## config.mk

```make
export PLATFORM = sky130hd
export DESIGN_NAME = rix_fb_swap_ctrl
export DESIGN_NICKNAME = d
export VERILOG_FILES = /design/src/rtl/rix_fb_swap_ctrl.sv
export SDC_FILE = /design/constraint.sdc
export NUM_CORES = 1
export LEC_CHECK = 0
export CAP_MARGIN = 20
export CORE_ASPECT_RATIO = 1.25
export CORE_MARGIN = 3
export CORE_UTILIZATION = 53
export CTS_CLUSTER_SIZE = 40
export DETAILED_ROUTE_END_ITERATION = 10
export PLACE_DENSITY = 0.86
export SETUP_SLACK_MARGIN = 0.1
export SYNTH_ARGS = -nofsm -noshare
export SYNTH_HDL_FRONTEND = slang
export SYNTH_SLANG_ARGS = --single-unit
```

## constraint.sdc

```tcl
create_clock -name aclk -period 7.5 [get_ports aclk]
set_input_delay 1.5 -clock aclk [delete_from_list [all_inputs] [get_ports aclk]]
set_output_delay 1.5 -clock aclk [all_outputs]
set_load 0.05 [all_outputs]
```

## src/rtl/rix_fb_swap_ctrl.sv

```systemverilog
// Framebuffer ring swap controller: queues renderer swap requests and issues them to the display one at a time.
// Optional watchdog on the display handshake is enabled with `define RIX_FB_SWAP_WATCHDOG_EN.
module rix_fb_swap_ctrl #(
  parameter int ADDR_WIDTH          = 32,
  parameter int FB_SIZE_IN_PIXEL_LG = 20,
  parameter int NUM_BUFFERS         = 3,
  parameter logic [ADDR_WIDTH-1:0] FB_BASE_ADDR = '0,
  parameter logic [ADDR_WIDTH-1:0] FB_STRIDE    = ADDR_WIDTH'(32'h0010_0000)
) (
  input  logic                           aclk,
  input  logic                           reset,
  input  logic                           swap_req_valid,
  output logic                           swap_req_ready,
  input  logic                           swap_req_vsync,
  input  logic [FB_SIZE_IN_PIXEL_LG-1:0] swap_req_size,
  output logic [ADDR_WIDTH-1:0]          render_fb_addr,
  output logic                           swap_fb,
  output logic                           swap_fb_enable_vsync,
  output logic [ADDR_WIDTH-1:0]          fb_addr,
  output logic [FB_SIZE_IN_PIXEL_LG-1:0] fb_size,
  input  logic                           fb_swapped,
  output logic                           swap_timeout,
  output logic [1:0]                     dbg_state
);

  localparam int IDX_W = (NUM_BUFFERS > 2) ? 2 : 1;
  localparam logic [IDX_W-1:0] LAST_IDX = IDX_W'(NUM_BUFFERS - 1);
  localparam logic [IDX_W:0]   NUM_W    = (IDX_W + 1)'(NUM_BUFFERS);

  typedef enum logic [1:0] {IDLE = 2'd0, ISSUE = 2'd1, WAIT = 2'd2} state_t;

  // Request handshake: a request is accepted on a rising edge where
  // swap_req_valid and swap_req_ready are both high; render_fb_addr is only
  // meaningful while swap_req_ready is high.
  state_t                           state_q, state_d;
  logic [IDX_W-1:0]                 disp_idx, q, rend_idx, next_disp;
  logic [IDX_W:0]                   rend_sum;
  logic                             accept, complete;
  logic                             vsync_mem [NUM_BUFFERS];
  logic [FB_SIZE_IN_PIXEL_LG-1:0]   size_mem  [NUM_BUFFERS];

  function automatic logic [ADDR_WIDTH-1:0] buf_addr(input logic [IDX_W-1:0] idx);
    return FB_BASE_ADDR + ADDR_WIDTH'(idx) * FB_STRIDE;
  endfunction

  // rend_sum never exceeds 2*NUM_BUFFERS-1, so one conditional subtract is a full modulo.
  assign rend_sum       = {1'b0, disp_idx} + {1'b0, q} + (IDX_W + 1)'(1);
  assign rend_idx       = (rend_sum >= NUM_W) ? IDX_W'(rend_sum - NUM_W) : rend_sum[IDX_W-1:0];
  assign next_disp      = (disp_idx == LAST_IDX) ? '0 : disp_idx + 1'b1;
  assign swap_req_ready = (q < LAST_IDX);
  assign accept         = swap_req_valid && swap_req_ready;
  assign render_fb_addr = buf_addr(rend_idx);
  assign dbg_state      = state_q;

`ifdef RIX_FB_SWAP_WATCHDOG_EN
  logic [23:0] wd_cnt;
  logic        wd_fire;

  assign wd_fire  = (state_q == WAIT) && (wd_cnt == 24'hFF_FFFF);
  assign complete = (state_q == WAIT) && (fb_swapped || wd_fire);

  always_ff @(posedge aclk or posedge reset) begin
    if (reset) begin
      wd_cnt       <= '0;
      swap_timeout <= 1'b0;
    end else begin
      if ((state_q == WAIT) && !complete) wd_cnt <= wd_cnt + 24'd1;
      else                                wd_cnt <= '0;
      if (wd_fire && !fb_swapped) swap_timeout <= 1'b1;
    end
  end
`else
  assign complete     = (state_q == WAIT) && fb_swapped;
  assign swap_timeout = 1'b0;
`endif

  always_ff @(posedge aclk or posedge reset) begin
    if (reset) state_q <= IDLE;
    else       state_q <= state_d;
  end

  always_comb begin
    state_d = state_q;
    swap_fb = 1'b0;
    case (state_q)
      IDLE:  if (q != '0) state_d = ISSUE;
      ISSUE: begin
        swap_fb = 1'b1;
        state_d = WAIT;
      end
      WAIT:  if (complete) state_d = IDLE;
      default: state_d = IDLE;
    endcase
  end

  always_ff @(posedge aclk or posedge reset) begin
    if (reset) begin
      disp_idx <= '0;
      q        <= '0;
    end else begin
      if (complete) disp_idx <= next_disp;
      case ({accept, complete})
        2'b10:   q <= q + 1'b1;
        2'b01:   q <= q - 1'b1;
        default: q <= q;
      endcase
    end
  end

  always_ff @(posedge aclk or posedge reset) begin
    if (reset) begin
      for (int i = 0; i < NUM_BUFFERS; i++) begin
        vsync_mem[i] <= 1'b0;
        size_mem[i]  <= '0;
      end
    end else if (accept) begin
      vsync_mem[rend_idx] <= swap_req_vsync;
      size_mem[rend_idx]  <= swap_req_size;
    end
  end

  // Display-side fields are captured as ISSUE is entered and held until the next ISSUE.
  always_ff @(posedge aclk or posedge reset) begin
    if (reset) begin
      fb_addr              <= FB_BASE_ADDR;
      fb_size              <= '0;
      swap_fb_enable_vsync <= 1'b0;
    end else if ((state_q == IDLE) && (state_d == ISSUE)) begin
      fb_addr              <= buf_addr(next_disp);
      fb_size              <= size_mem[next_disp];
      swap_fb_enable_vsync <= vsync_mem[next_disp];
    end
  end

endmodule

```

==> results.json, run 1 <==
{
  "outcome": "completed",
  "number_of_cell_instances_on_the_worst_register_to_register_path": 9,
  "critical_path.slowest_cell": "sky130_fd_sc_hd__clkdlybuf4s50_1",
  "synth-seq-cells": 92,
  "grt_antenna_before_repair": 0,
  "grt_max_degree": 93,
  "finalHoldViolCount": 0,
  "antenna-diode-count": 0,
  "via_per_inst": 5.03,
  "hold_class": "flip-flop to flip-flop",
  "layout.filler_cells": 626,
  "worst-slew-pin-transition_ns": 1.11,
  "synth.area.top_cells": "sky130_fd_sc_hd__dfrtp_1, sky130_fd_sc_hd__buf_4, sky130_fd_sc_hd__mux2_2, sky130_fd_sc_hd__mux2_1, sky130_fd_sc_hd__mux2i_1",
  "grt-ovfl-total": 0,
  "h_tree_lvl_count": 3,
  "design.die.area_sq_mm": 0.00951,
  "worst-endpoint-required_ns": 6.00,
  "timing.critical_path.slowest_cell_delay_ns": 0.84,
  "holdBufCountCts": 0,
  "crit_path_max_fanout": 4,
  "internal_power_mw": 1.48,
  "switching_share": 0.447,
  "core-area_sq_mm": 0.00797,
  "post-route-drc-count": 0,
  "total_power_mw": 2.68,
  "grt_met1_use": 0.219,
  "layout_worst_path_cycle_share": 0.634,
  "grt-busiest-layer": "met2",
  "maxClockFrequency_mhz": 210,
  "routedWlPerCell_um": 14.6,
  "tritoncts": "done",
  "synth.top_cells.by_count": "sky130_fd_sc_hd__dfrtp_1, sky130_fd_sc_hd__buf_4, sky130_fd_sc_hd__mux2_2",
  "grt_setup_unrepaired": "no",
  "critical_path.reg2reg.endpoint": "size_mem[2]$_DFFE_PP0P_",
  "initial_core_util": 0.556,
  "yosys.area_share.simple": 0.0607,
  "largest_family_of_logic_cells_by_synthesized_area": "multiplexers",
  "routabilityCongestion": 0.684,
  "setup_viol": 0,
  "groute.usage.overall": 0.171,
  "layout-drive-gt1-share": 0.165,
  "part_of_the_power_in_the_clock_network": 0.115,
  "clock_tree.buffer_depth": 2,
  "synth.most_common_cell": "sky130_fd_sc_hd__dfrtp_1",
  "slew_viol_final": 0,
  "synthesis.area_sq_mm": 0.00443,
  "compound_gate_fraction_of_synth_area": 0.0604,
  "dp_hpwl_um": 5210,
  "route.vias.total": 2678,
  "multi_input_area_sq_mm": 0.00179,
  "timing.reg2reg.setup_slack_ns": 4.13,
  "max-cap-violations": 0,
  "cellPowerDensity_mw_per_mm2": 532,
  "asyncSetResetFlopFracSynth": 1.00,
  "synth_top_area_cell": "sky130_fd_sc_hd__dfrtp_1",
  "finClkSkew_ns": 0.0137,
  "met2_demand_to_capacity_share_in_global_routing": 0.286,
  "cts_num_sinks": 92,
  "maxSlewHeadroom": 0.254,
  "count_of_warnings_emitted_by_yosys": 0,
  "post_cts_resize_count": 0,
  "crit_path_cell_trace": "inv_1 -> ha_1 -> inv_1 -> fa_1 -> ha_1 -> or3_4 -> o21ai_4 -> clkdlybuf4s50_1",
  "worst_setup_path_endpoint": "render_fb_addr[20]",
  "synth_largest_type_area_fraction": 0.519,
  "timing.setup.tns_ns": 0,
  "detail_route.iter0.violations": 131,
  "share_seq_of_total_power": 0.329,
  "synthMuxAreaShare": 0.207,
  "synth-adder-area-share": 0.0130,
  "power_switching_mw": 1.20,
  "finalCriticalPeriod_ns": 4.75,
  "die_height_um": 108,
  "synth_cell_type_count": 29,
  "post_cts.repair.setup_buffers": 0,
  "synth_cells": 383,
  "dr.pass1.iters": 4,
  "buffer_type_at_the_clock_tree_root": "sky130_fd_sc_hd__clkbuf_8",
  "power_leakage_nw": 2.30,
  "port_buffers": 53,
  "seqCellArea_sq_mm": 0.00230,
  "ios": 115,
  "criticalPathCategory": "flip-flop to primary output",
  "clock_insertion_delay_worst_skew_ns": 0.36,
  "die-width_um": 87.8,
  "clkSlewWorstSetupHoldPaths_ns": 0.10,
  "finalWirelength_um": 7760,
  "worst_supply_voltage_drop_on_vdd_uv": 276,
  "area_growth_syn_to_layout_pct": 13.6,
  "crit-reg2reg-launch": "q[0]$_DFFE_PP0P_",
  "arrival_ns": 3.25,
  "comb_power_share": 0.557,
  "share_of_the_yosys_chip_area_belonging_to_registers": 0.519,
  "synth_edf_count": 0,
  "avgSynthCellArea_sq_um": 11.6,
  "rows": 36,
  "ys_dominant_reg_cell": "sky130_fd_sc_hd__dfrtp_1",
  "startpoint_type": "flip-flop",
  "end_kind": "primary output",
  "worst_setup_path_startpoint": "q[0]$_DFFE_PP0P_",
  "synth_xor_xnor_area_share": 0.00593,
  "via_count_of_the_first_global_routing_pass": 2614,
  "grt.met3_usage": 0.0381,
  "ant_nets": 0,
  "grt_pass1_wl_um": 12600,
  "cts_inserted_buffers": 9,
  "final_net_count": 461
}
flip-flops by register name, indices dropped and copies added, names as in the netlist:
name / count
size_mem: 60
fb_addr: 2
swap_fb_enable_vsync: 1
fb_size: 20
dbg_state: 2
q: 2
vsync_mem: 3
disp_idx: 2
worst min-delay path by stage:
stage                                   startpoint  cells past startpoint                       end  slack, ns
after floorplan           size_mem[20]$_DFFE_PP0P_                      1  size_mem[20]$_DFFE_PP0P_       0.46
after global placement     fb_size[19]$_DFFE_PP0P_                      2   fb_size[19]$_DFFE_PP0P_       0.47
after detailed placement    fb_size[4]$_DFFE_PP0P_                      2    fb_size[4]$_DFFE_PP0P_       0.47
after CTS                   fb_size[4]$_DFFE_PP0P_                      2    fb_size[4]$_DFFE_PP0P_       0.49
after global routing      size_mem[38]$_DFFE_PP0P_                      1  size_mem[38]$_DFFE_PP0P_       0.51
final                      fb_size[17]$_DFFE_PP0P_                      2   fb_size[17]$_DFFE_PP0P_       0.49
cell type report:
type                    instances  area share
flip-flops and latches         92       0.457
clock buffers                   9      0.0246
well taps                      95      0.0236
inverters                      10     0.00770
repair buffers                 58       0.121
clock inverters                 7      0.0117
multi-input cells             261       0.355
worst max-delay path: cells and delay by family (launching register included):
family,cells,cell delay (ns)
buffers and inverters,3,0.98
adder cells (fa/ha/maj),3,0.83
flip-flops,1,0.48
AND/OR/NAND/NOR,1,0.42
AO/OA/AOI/OAI,1,0.20
cells by family (layout without fill, tap and decap cells):
group,after synthesis,after routing
flops,92,92
buf+inv,90,84
mux,84,84
simple gates,59,59
compound gates,50,50
fa+ha+maj,4,4
xor+xnor,3,3
other cells,1,61
power by group through the flow:
| stage | clock [mW] | combinational [mW] | sequential (mW) |
|---|---|---|---|
| floorplan | 0 | 0.982 | 1.05 |
| global placement | 0 | 1.44 | 0.872 |
| detailed placement | 0 | 1.51 | 0.892 |
| CTS | 0.315 | 1.51 | 0.882 |
| global route | 0.334 | 1.62 | 0.913 |
| finish | 0.307 | 1.49 | 0.881 |
stage by stage:
step	std cells	setup slack, ns	util	hold WS, ns	area, sq um
6_report	532	2.75	0.632	0.487	5040
5_1_grt	532	2.58	0.632	0.506	5040
4_1_cts	531	2.70	0.628	0.494	5010
3_5_place_dp	515	3.10	0.605	0.473	4830
3_3_place_gp	514	3.21	0.602	0.466	4800
2_1_floorplan	443	3.56	-	0.464	4660
cells in the final DEF, fill, tap and decap left out, types with 9 or more instances in the layout:
cell and n:
sky130_fd_sc_hd__mux2_2 43, sky130_fd_sc_hd__clkdlybuf4s50_1 53, sky130_fd_sc_hd__nor2_1 23, sky130_fd_sc_hd__mux2i_1 21, sky130_fd_sc_hd__mux2_1 20, sky130_fd_sc_hd__a21oi_1 21
sky130_fd_sc_hd__nand2_1 24, sky130_fd_sc_hd__inv_1 9, sky130_fd_sc_hd__clkbuf_8 9, sky130_fd_sc_hd__o21ai_0 25, sky130_fd_sc_hd__dfrtp_1 92, sky130_fd_sc_hd__conb_1 61
routing by layer:
metal	vias to the layer above	wire (um)
met2	89	3930
met4	0	74
met1	1323	3380
met3	6	374
met5	-	0
li1	1260	-
Note: power is estimated with default switching activity, not from simulation.
==> run 2, diff against run 1 <==
CORE_UTILIZATION = 49   (was 53)
PLACE_DENSITY = 0.8   (was 0.86)
clock period = 4.44 ns   (was 7.5 ns; I/O delays follow)
==> run 2 against run 1 <==
Sequential cell count did not move. Core utilization decreased by 5.0 points. Global-route usage decreased by 2.0 points. Sequential share of layout area down 0.44 points.
==> results.json, run 2 (same netlist as run 1, synthesis figures left out) <==
{
  "outcome": "completed",
  "core-area_sq_mm": 0.00875,
  "layout-drive-gt1-share": 0.164,
  "top_register": "size_mem",
  "worst-endpoint-required_ns": 3.55,
  "finalHoldViolCount": 0,
  "arrival_ns": 2.85,
  "finClkSkew_ns": 0.00808,
  "cts_inserted_buffers": 9,
  "maxClockFrequency_mhz": 267,
  "port_buffers": 53,
  "grt-ovfl-total": 0,
  "grt_max_degree": 93,
  "post-route-drc-count": 0,
  "route.vias.total": 2663,
  "criticalPathCategory": "flip-flop to primary output",
  "area_growth_syn_to_layout_pct": 14.8,
  "grt_setup_unrepaired": "no",
  "detail_route.iter0.violations": 139,
  "clock_tree.buffer_depth": 2,
  "routedWlPerCell_um": 13.5,
  "dr.pass1.iters": 4,
  "largestRegisters": "size_mem x60, fb_size x20, vsync_mem x3",
  "antenna-diode-count": 0,
  "end_kind": "primary output",
  "holdBufCountCts": 0,
  "design.die.area_sq_mm": 0.0102,
  "h_tree_lvl_count": 3,
  "mostFrequentLayoutCell": "sky130_fd_sc_hd__dfrtp_1",
  "initial_core_util": 0.507,
  "number_of_flip_flops_in_the_largest_register": 60,
  "die_height_um": 112,
  "post_cts.repair.setup_buffers": 0,
  "routabilityCongestion": 0.707,
  "via_per_inst": 4.81,
  "finalCriticalPeriod_ns": 3.74,
  "grt_antenna_before_repair": 0,
  "rows": 38,
  "clkSlewWorstSetupHoldPaths_ns": 0.08,
  "via_count_of_the_first_global_routing_pass": 2581,
  "post_layout_nonfiller_instances": 554,
  "hold_class": "flip-flop to flip-flop",
  "crit_path_max_fanout": 47,
  "clock_insertion_delay_worst_skew_ns": 0.35,
  "max-cap-violations": 0,
  "dp_hpwl_um": 5000,
  "setup_viol": 0,
  "buffer_type_at_the_clock_tree_root": "sky130_fd_sc_hd__clkbuf_8",
  "startpoint_type": "flip-flop",
  "maxSlewHeadroom": 0.456,
  "layout_worst_path_cycle_share": 0.842,
  "final_net_count": 461,
  "cts_num_sinks": 92,
  "groute.usage.overall": 0.150,
  "slew_viol_final": 0,
  "ant_nets": 0,
  "finalWirelength_um": 7490,
  "worst-slew-pin-transition_ns": 0.816,
  "most-common-layout-cells": "sky130_fd_sc_hd__dfrtp_1, sky130_fd_sc_hd__conb_1, sky130_fd_sc_hd__clkdlybuf4s50_1, sky130_fd_sc_hd__mux2_2, sky130_fd_sc_hd__o21ai_0",
  "timing.setup.tns_ns": 0,
  "grt_pass1_wl_um": 12500,
  "die-width_um": 91.1,
  "tritoncts": "done",
  "post_cts_resize_count": 0,
  "ios": 115,
  "dp_cells": 539
}
run 2: routing by layer:
layer | global-route usage | vias to the layer above | wire, um
met5 | 0 | - | 0
met4 | 0.0483 | 0 | 119
met3 | 0.0328 | 10 | 423
met2 | 0.252 | 92 | 3670
met1 | 0.194 | 1304 | 3280
li1 | - | 1257 | -
run 2: critical path: stages (launching register included):
cell and delay [ns]:
sky130_fd_sc_hd__dfrtp_2 0.91, sky130_fd_sc_hd__fa_1 0.55, sky130_fd_sc_hd__ha_1 0.23, sky130_fd_sc_hd__or3_4 0.42, sky130_fd_sc_hd__o21ai_4 0.23, sky130_fd_sc_hd__buf_12 0.17
run 2: final cells by class:
cell class | count | area (sq um)
Clock buffer | 10 | 128
Clock inverter | 3 | 65.1
Fill cell | 728 | 3660
Inverter | 10 | 40.0
Multi-Input combinational cell | 261 | 1790
Sequential cell | 92 | 2300
Tap cell | 120 | 150
Timing Repair Buffer | 58 | 616
run 2: through the flow:
step | hold slack (ns) | area (sq um) | worst slack, ns | util
3_5_place_dp | 0.470 | 4840 | 0.895 | 0.553
6_report | 0.480 | 5090 | 0.701 | 0.582
3_3_place_gp | 0.468 | 4840 | 0.978 | 0.553
4_1_cts | 0.488 | 5030 | 0.673 | 0.575
2_1_floorplan | 0.464 | 4660 | 1.11 | -
5_1_grt | 0.506 | 5090 | 0.544 | 0.582
run 2: path summary, 6_finish.rpt:
path / slack (ns) / from / end / cells after the start
max: 0.70 / disp_idx[1]$_DFFE_PP0P_ / render_fb_addr[20] / 5
min: 0.48 / fb_size[0]$_DFFE_PP0P_ / fb_size[0]$_DFFE_PP0P_ / 2
max reg2reg: 0.96 / disp_idx[1]$_DFFE_PP0P_ / size_mem[31]$_DFFE_PP0P_ / 6
min reg2reg: 0.48 / fb_size[0]$_DFFE_PP0P_ / fb_size[0]$_DFFE_PP0P_ / 2
max in group asynchronous: 2.91 / reset / disp_idx[1]$_DFFE_PP0P_ / 3
min in group asynchronous: 0.89 / reset / size_mem[22]$_DFFE_PP0P_ / 2
Power of run 2 is not shown: default switching activity piles up to over one toggle a cycle in this logic, so the estimate is an artifact.
